[src/rtl/instruction_fetch.sv]
// Fetch stage: PC generation, in-order imem requests, and a credit-limited instruction buffer toward decode.
// Optional perf counters are enabled by defining FETCH_PERF_COUNTER_EN.
module instruction_fetch #(
    parameter logic [31:0] RESET_PC   = 32'h0000_0000,
    parameter int unsigned FIFO_DEPTH = 4
) (
    input  logic        clk,
    input  logic        reset,
    output logic        imem_req_valid,
    input  logic        imem_req_ready,
    output logic [31:0] imem_addr,
    input  logic        imem_rsp_valid,
    input  logic [31:0] imem_rsp_data,
    input  logic        redirect_valid,
    input  logic [31:0] redirect_pc,
    output logic        out_valid,
    input  logic        out_ready,
    output logic [31:0] out_instruction,
    output logic [31:0] out_pc
`ifdef FETCH_PERF_COUNTER_EN
    ,
    output logic [31:0] perf_fetched,
    output logic [31:0] perf_bubble,
    output logic [31:0] perf_redirect
`endif
);

    localparam int unsigned PW = (FIFO_DEPTH > 1) ? $clog2(FIFO_DEPTH) : 1;
    localparam int unsigned CW = PW + 1;

    typedef logic [PW-1:0] ptr_t;
    typedef logic [CW-1:0] cnt_t;

    localparam cnt_t DEPTH_C = cnt_t'(FIFO_DEPTH);
    localparam cnt_t CNT_ONE = cnt_t'(1);
    localparam ptr_t PTR_ONE = ptr_t'(1);

    logic [31:0] fetch_pc_q, fetch_pc_d;
    cnt_t        outstanding_q, outstanding_d;
    cnt_t        drop_count_q, drop_count_d;
    cnt_t        fifo_count_q, fifo_count_d;
    ptr_t        fifo_rd_ptr_q, fifo_rd_ptr_d;
    ptr_t        fifo_wr_ptr_q, fifo_wr_ptr_d;
    ptr_t        tag_rd_ptr_q, tag_rd_ptr_d;
    ptr_t        tag_wr_ptr_q, tag_wr_ptr_d;

    logic [31:0] fifo_pc_q  [FIFO_DEPTH];
    logic [31:0] fifo_ins_q [FIFO_DEPTH];
    logic [31:0] tag_pc_q   [FIFO_DEPTH];

    logic        req_fire;
    logic        out_fire;
    logic        rsp_drop;
    logic        fifo_push;
    logic        fifo_pop;
    logic        fifo_full;
    logic [CW:0] credit_used;

    always_comb begin
        credit_used     = {1'b0, outstanding_q} + {1'b0, fifo_count_q};
        imem_req_valid  = !reset && !redirect_valid && (credit_used < {1'b0, DEPTH_C});
        imem_addr       = fetch_pc_q;
        req_fire        = imem_req_valid && imem_req_ready;

        out_valid       = (fifo_count_q != '0);
        out_instruction = out_valid ? fifo_ins_q[fifo_rd_ptr_q] : '0;
        out_pc          = out_valid ? fifo_pc_q[fifo_rd_ptr_q] : '0;
        out_fire        = out_valid && out_ready;

        fifo_full       = (fifo_count_q == DEPTH_C);
        rsp_drop        = imem_rsp_valid && (drop_count_q != '0);
        fifo_push       = imem_rsp_valid && !rsp_drop && !redirect_valid;
        fifo_pop        = out_fire && !redirect_valid;
    end

    always_comb begin
        fetch_pc_d    = fetch_pc_q;
        outstanding_d = outstanding_q;
        drop_count_d  = drop_count_q;
        fifo_count_d  = fifo_count_q;
        fifo_rd_ptr_d = fifo_rd_ptr_q;
        fifo_wr_ptr_d = fifo_wr_ptr_q;
        tag_rd_ptr_d  = tag_rd_ptr_q;
        tag_wr_ptr_d  = tag_wr_ptr_q;

        if (req_fire) begin
            fetch_pc_d   = fetch_pc_q + 32'd4;
            tag_wr_ptr_d = tag_wr_ptr_q + PTR_ONE;
        end
        if (imem_rsp_valid) begin
            tag_rd_ptr_d = tag_rd_ptr_q + PTR_ONE;
        end

        case ({req_fire, imem_rsp_valid})
            2'b10:   outstanding_d = outstanding_q + CNT_ONE;
            2'b01:   outstanding_d = outstanding_q - CNT_ONE;
            default: outstanding_d = outstanding_q;
        endcase

        if (fifo_push) begin
            fifo_wr_ptr_d = fifo_wr_ptr_q + PTR_ONE;
        end
        if (fifo_pop) begin
            fifo_rd_ptr_d = fifo_rd_ptr_q + PTR_ONE;
        end
        case ({fifo_push, fifo_pop})
            2'b10:   fifo_count_d = fifo_count_q + CNT_ONE;
            2'b01:   fifo_count_d = fifo_count_q - CNT_ONE;
            default: fifo_count_d = fifo_count_q;
        endcase

        if (rsp_drop) begin
            drop_count_d = drop_count_q - CNT_ONE;
        end

        // Every request still in flight after a redirect is stale; existing drops are already inside outstanding.
        if (redirect_valid) begin
            fetch_pc_d    = redirect_pc & 32'hFFFF_FFFC;
            drop_count_d  = imem_rsp_valid ? (outstanding_q - CNT_ONE) : outstanding_q;
            fifo_count_d  = '0;
            fifo_rd_ptr_d = '0;
            fifo_wr_ptr_d = '0;
        end
    end

    always_ff @(posedge clk) begin
        if (reset) begin
            fetch_pc_q    <= RESET_PC;
            outstanding_q <= '0;
            drop_count_q  <= '0;
            fifo_count_q  <= '0;
            fifo_rd_ptr_q <= '0;
            fifo_wr_ptr_q <= '0;
            tag_rd_ptr_q  <= '0;
            tag_wr_ptr_q  <= '0;
        end else begin
            fetch_pc_q    <= fetch_pc_d;
            outstanding_q <= outstanding_d;
            drop_count_q  <= drop_count_d;
            fifo_count_q  <= fifo_count_d;
            fifo_rd_ptr_q <= fifo_rd_ptr_d;
            fifo_wr_ptr_q <= fifo_wr_ptr_d;
            tag_rd_ptr_q  <= tag_rd_ptr_d;
            tag_wr_ptr_q  <= tag_wr_ptr_d;
        end
    end

    always_ff @(posedge clk) begin
        if (fifo_push) begin
            fifo_pc_q[fifo_wr_ptr_q]  <= tag_pc_q[tag_rd_ptr_q];
            fifo_ins_q[fifo_wr_ptr_q] <= imem_rsp_data;
        end
        if (req_fire) begin
            tag_pc_q[tag_wr_ptr_q] <= fetch_pc_q;
        end
    end

    a_no_push_when_full : assert property (@(posedge clk) disable iff (reset)
        !(fifo_push && fifo_full && !fifo_pop));

`ifdef FETCH_PERF_COUNTER_EN
    logic [31:0] perf_fetched_q, perf_fetched_d;
    logic [31:0] perf_bubble_q, perf_bubble_d;
    logic [31:0] perf_redirect_q, perf_redirect_d;

    always_comb begin
        perf_fetched_d  = perf_fetched_q + (out_fire ? 32'd1 : 32'd0);
        perf_bubble_d   = perf_bubble_q + (out_valid ? 32'd0 : 32'd1);
        perf_redirect_d = perf_redirect_q + (redirect_valid ? 32'd1 : 32'd0);
    end

    always_ff @(posedge clk) begin
        if (reset) begin
            perf_fetched_q  <= '0;
            perf_bubble_q   <= '0;
            perf_redirect_q <= '0;
        end else begin
            perf_fetched_q  <= perf_fetched_d;
            perf_bubble_q   <= perf_bubble_d;
            perf_redirect_q <= perf_redirect_d;
        end
    end

    assign perf_fetched  = perf_fetched_q;
    assign perf_bubble   = perf_bubble_q;
    assign perf_redirect = perf_redirect_q;
`endif

endmodule

[config.mk]
export PLATFORM = sky130hd
export DESIGN_NAME = instruction_fetch
export DESIGN_NICKNAME = d
export VERILOG_FILES = /design/src/rtl/instruction_fetch.sv
export SDC_FILE = /design/constraint.sdc
export NUM_CORES = 1
export LEC_CHECK = 0
export ABC_AREA = 1
export BUFFER_PORTS_ARGS = -buffer_cell sky130_fd_sc_hd__buf_2
export CORE_ASPECT_RATIO = 1.25
export CORE_MARGIN = 2
export CORE_UTILIZATION = 40
export CTS_CLUSTER_DIAMETER = 30
export DETAILED_ROUTE_END_ITERATION = 12
export GPL_TIMING_DRIVEN = 0
export HOLD_SLACK_MARGIN = 0.1
export PLACE_DENSITY_LB_ADDON = 0.3
export SYNTH_ARGS = -nofsm -noshare
export SYNTH_HDL_FRONTEND = slang
export SYNTH_SLANG_ARGS = --single-unit
[constraint.sdc]
create_clock -name clk -period 6.55 [get_ports clk]
set_input_delay 0.9825 -clock clk [delete_from_list [all_inputs] [get_ports clk]]
set_output_delay 0.9825 -clock clk [all_outputs]
set_load 0.03 [all_outputs]
==> run_results.csv <==
group,metric,value,unit
run_status,status,"completed",
route,firstDrtPassIters,7,
logic_synthesis,async_reset_ff_frac,0,
logic_synthesis,syn_avg_cell_area,11.1,um2
logic_synthesis,synth-edff-count,368,
cells_and_area,fill_cells,3711,
timing,maxSlewHeadroom,0.111,
timing,worst_slew_pin_slew,1.33,ns
critical_path,worst_setup_path_start_kind,"flip-flop",
floorplan,initial_core_util,0.402,
logic_synthesis,synth_top_area_share,0.641,
logic_synthesis,syn_inst,1549,
cts,clock-sinks,419,
cts,cts_resized,0,
cells_and_area,layout.nets,1893,
timing,timing.final.crit_share,0.655,
critical_path,required,5.57,ns
flow_run,max_cap_viol_count,0,
cts,htreeDepth,3,
global_routing,grt-ovfl-total,0,
timing,setup-violations-final,0,
pwr,clkPwrFrac,0.546,
critical_path,arrival,3.31,ns
route,routed_wl,45000,um
cells_and_area,syn2layout_area_growth,26.6,%
route,wl_per_cell,18.5,um
pwr,power.leakage,8.07,nW
cts,cts.clk_slew.worst_paths,0.05,ns
floorplan,io_pins,168,
hold_path,min_from,"tag_rd_ptr_q[1]",
critical_path,worstSetupPathType,"flip-flop to output pin",
logic_synthesis,synthTopCellsByCount,"370 x nor2_1, 368 x edfxtp_1, 206 x o21ai_0",
logic_synthesis,synth_cell_types,38,
timing,rsz0062_at_grt,"false",
cells_and_area,postLayoutCoreUtil,0.509,
timing,clock.fmax,233,MHz
logic_synthesis,synth_largest_area_cell,"edfxtp_1",
critical_path,critPathMaxFanout,10,
placement,port_buffers,159,
cts,cts_tree,"done",
cts,numCtsBuffers,80,
logic_synthesis,synth_sequential_area_ratio,0.700,
cts,clk_latency,0.59,ns
logic_synthesis,syn_area,17200,um2
route,vias_per_cell,5.07,
timing,finalHoldViolCount,0,
logic_synthesis,synthTopCellsByArea,"edfxtp_1 64%, nor2_1 8.1%, o21ai_0 6.0%",
pwr,power.total,7.53,mW
cells_and_area,antenna_cells,0,
cts,clockBufferDepth,3,
global_routing,grt_max_degree,28,
pwr,sw_frac_of_total,0.234,
global_routing,antenna_found_initial,0,
route,drt_iter0_drc,892,
hold_path,hold_class,"flip-flop to flip-flop",
pwr,comb_power_share,0.051,
timing,period_minus_slack,4.29,ns
pwr,p_per_area,345,nW/um2
placement,dp_hpwl,29100,um
pwr,pwr-share-seq,0.404,
timing,finalClockSkew,0.0207,ns
floorplan,die_h,236,um
floorplan,die-area,44800,um2
cells_and_area,design_area,21800,um2
global_routing,first_global_vias,12077,
cts,cts_root_buf,"clkbuf_16",
logic_synthesis,synth_ff_type,"edfxtp_1",
global_routing,grtUsageTotal,0.200,
global_routing,grt_pass1_wl,68200,um
route,final_antenna_net_count,0,
critical_path,r2r_start,"fifo_count_q[2]",
logic_synthesis,yosys.cell_count.top_type,"nor2_1",
cells_and_area,drive_gt1_frac,0.187,
floorplan,rows,85,
placement,place_area,19100,um2
logic_synthesis,yosysWarnings,0,
floorplan,core-area,42900,um2
pwr,vdd_drop_max,0.174,mV
pwr,p_int,5.77,mW
logic_synthesis,ys_ff_latch,419,
route,drc,0,
cts,postCtsHoldBufs,0,
critical_path,end_kind,"output pin",
placement,place_congestion,0.898,
route,vias,12349,
timing,drv_slew,0,
floorplan,die_w,190,um
pwr,p_sw,1.76,mW
cts,cts_setup_buffers,0,
-- per-stage QoR --
stage | TNS (ns) | std cells | worst slack, ns | hold WS, ns
floorplan | 0 | 1552 | 1.90 | 0.412
global placement | -154.08 | 2276 | -0.658 | 0.436
detailed placement | 0 | 2288 | 2.73 | 0.444
CTS | 0 | 2437 | 2.10 | 0.457
global route | 0 | 2437 | 2.05 | 0.499
finish | 0 | 2437 | 2.26 | 0.456
-- layout make-up --
class | count | area, um2 | area share
plain buffers | 84 | 379 | 0.0174
clock buffers | 88 | 2080 | 0.0954
clock inverters | 61 | 684 | 0.0314
inverters | 87 | 327 | 0.0150
multi-input cells | 962 | 4540 | 0.208
flip-flops and latches | 419 | 12100 | 0.553
well taps | 565 | 707 | 0.0324
repair buffers | 171 | 1040 | 0.0478
-- critical path: stages (launching register included) --
cell and delay (ns):
dfxtp_1 0.29, clkbuf_1 0.34, inv_2 0.29, clkbuf_1 0.52, clkbuf_1 0.45, o21ai_0 0.17
a21oi_1 0.37, buf_2 0.27
-- layout by cell type, fill, tap and decap left out, types with 10 or more instances in the layout --
master	synthesis	layout
inv_6	0	14
nor2_1	370	362
ha_1	17	17
buf_12	0	11
nand2_1	145	145
a21oi_1	96	96
clkbuf_1	63	67
clkinv_4	0	10
clkinv_1	5	11
o22ai_1	30	30
o21ai_0	206	206
buf_2	9	168
dfxtp_1	51	51
inv_1	80	80
edfxtp_1	368	368
nand3_1	40	40
clkbuf_16	0	81
o21ai_1	10	10
-- flip-flops by register name, summed over array words and instances, names as in the netlist, 3 cells and up, named ones only --
signal,cells
fifo_ins_q,128
fifo_pc_q,120
tag_pc_q,120
imem_addr,30
drop_count_q,3
fifo_count_q,3
outstanding_q,3
-- cells by family (layout without fill, tap and decap cells) --
| family | count (synthesis) | after routing | synth area share |
|---|---|---|---|
| other | 1 | 4 | 0.000217 |
| AO/OA/AOI/OAI | 355 | 355 | 0.107 |
| AND/OR/NAND/NOR | 573 | 573 | 0.132 |
| adder cells (fa/ha/maj) | 18 | 18 | 0.0135 |
| flip-flops | 419 | 419 | 0.700 |
| XOR/XNOR | 12 | 12 | 0.00610 |
| buffers and inverters | 171 | 491 | 0.0409 |
-- per-layer routing --
metal	share of wire	vias to the layer above	GRT usage
li1	-	5922	-
met1	0.41	5877	0.245
met2	0.51	476	0.354
met3	0.061	74	0.0357
met4	0.022	0	0.0705
met5	0	-	0
-- worst paths after layout --
kind / slack (ns) / cells past startpoint / end
max: 2.26 / 7 / out_pc[30]
min: 0.46 / 1 / flip-flop
max reg2reg: 3.83 / 8 / fifo_count_q[1]
min reg2reg: 0.46 / 1 / flip-flop
-- power groups by stage --
stage / sequential (mW) / clock [mW] / combinational, mW
2_1_floorplan: 3.10 / 0 / 0.214
3_3_place_gp: 3.09 / 0 / 0.358
3_5_place_dp: 3.09 / 0 / 0.380
4_1_cts: 3.04 / 4.15 / 0.382
5_1_grt: 3.04 / 4.27 / 0.423
6_report: 3.04 / 4.11 / 0.380
(Power assumes the default switching activity.)
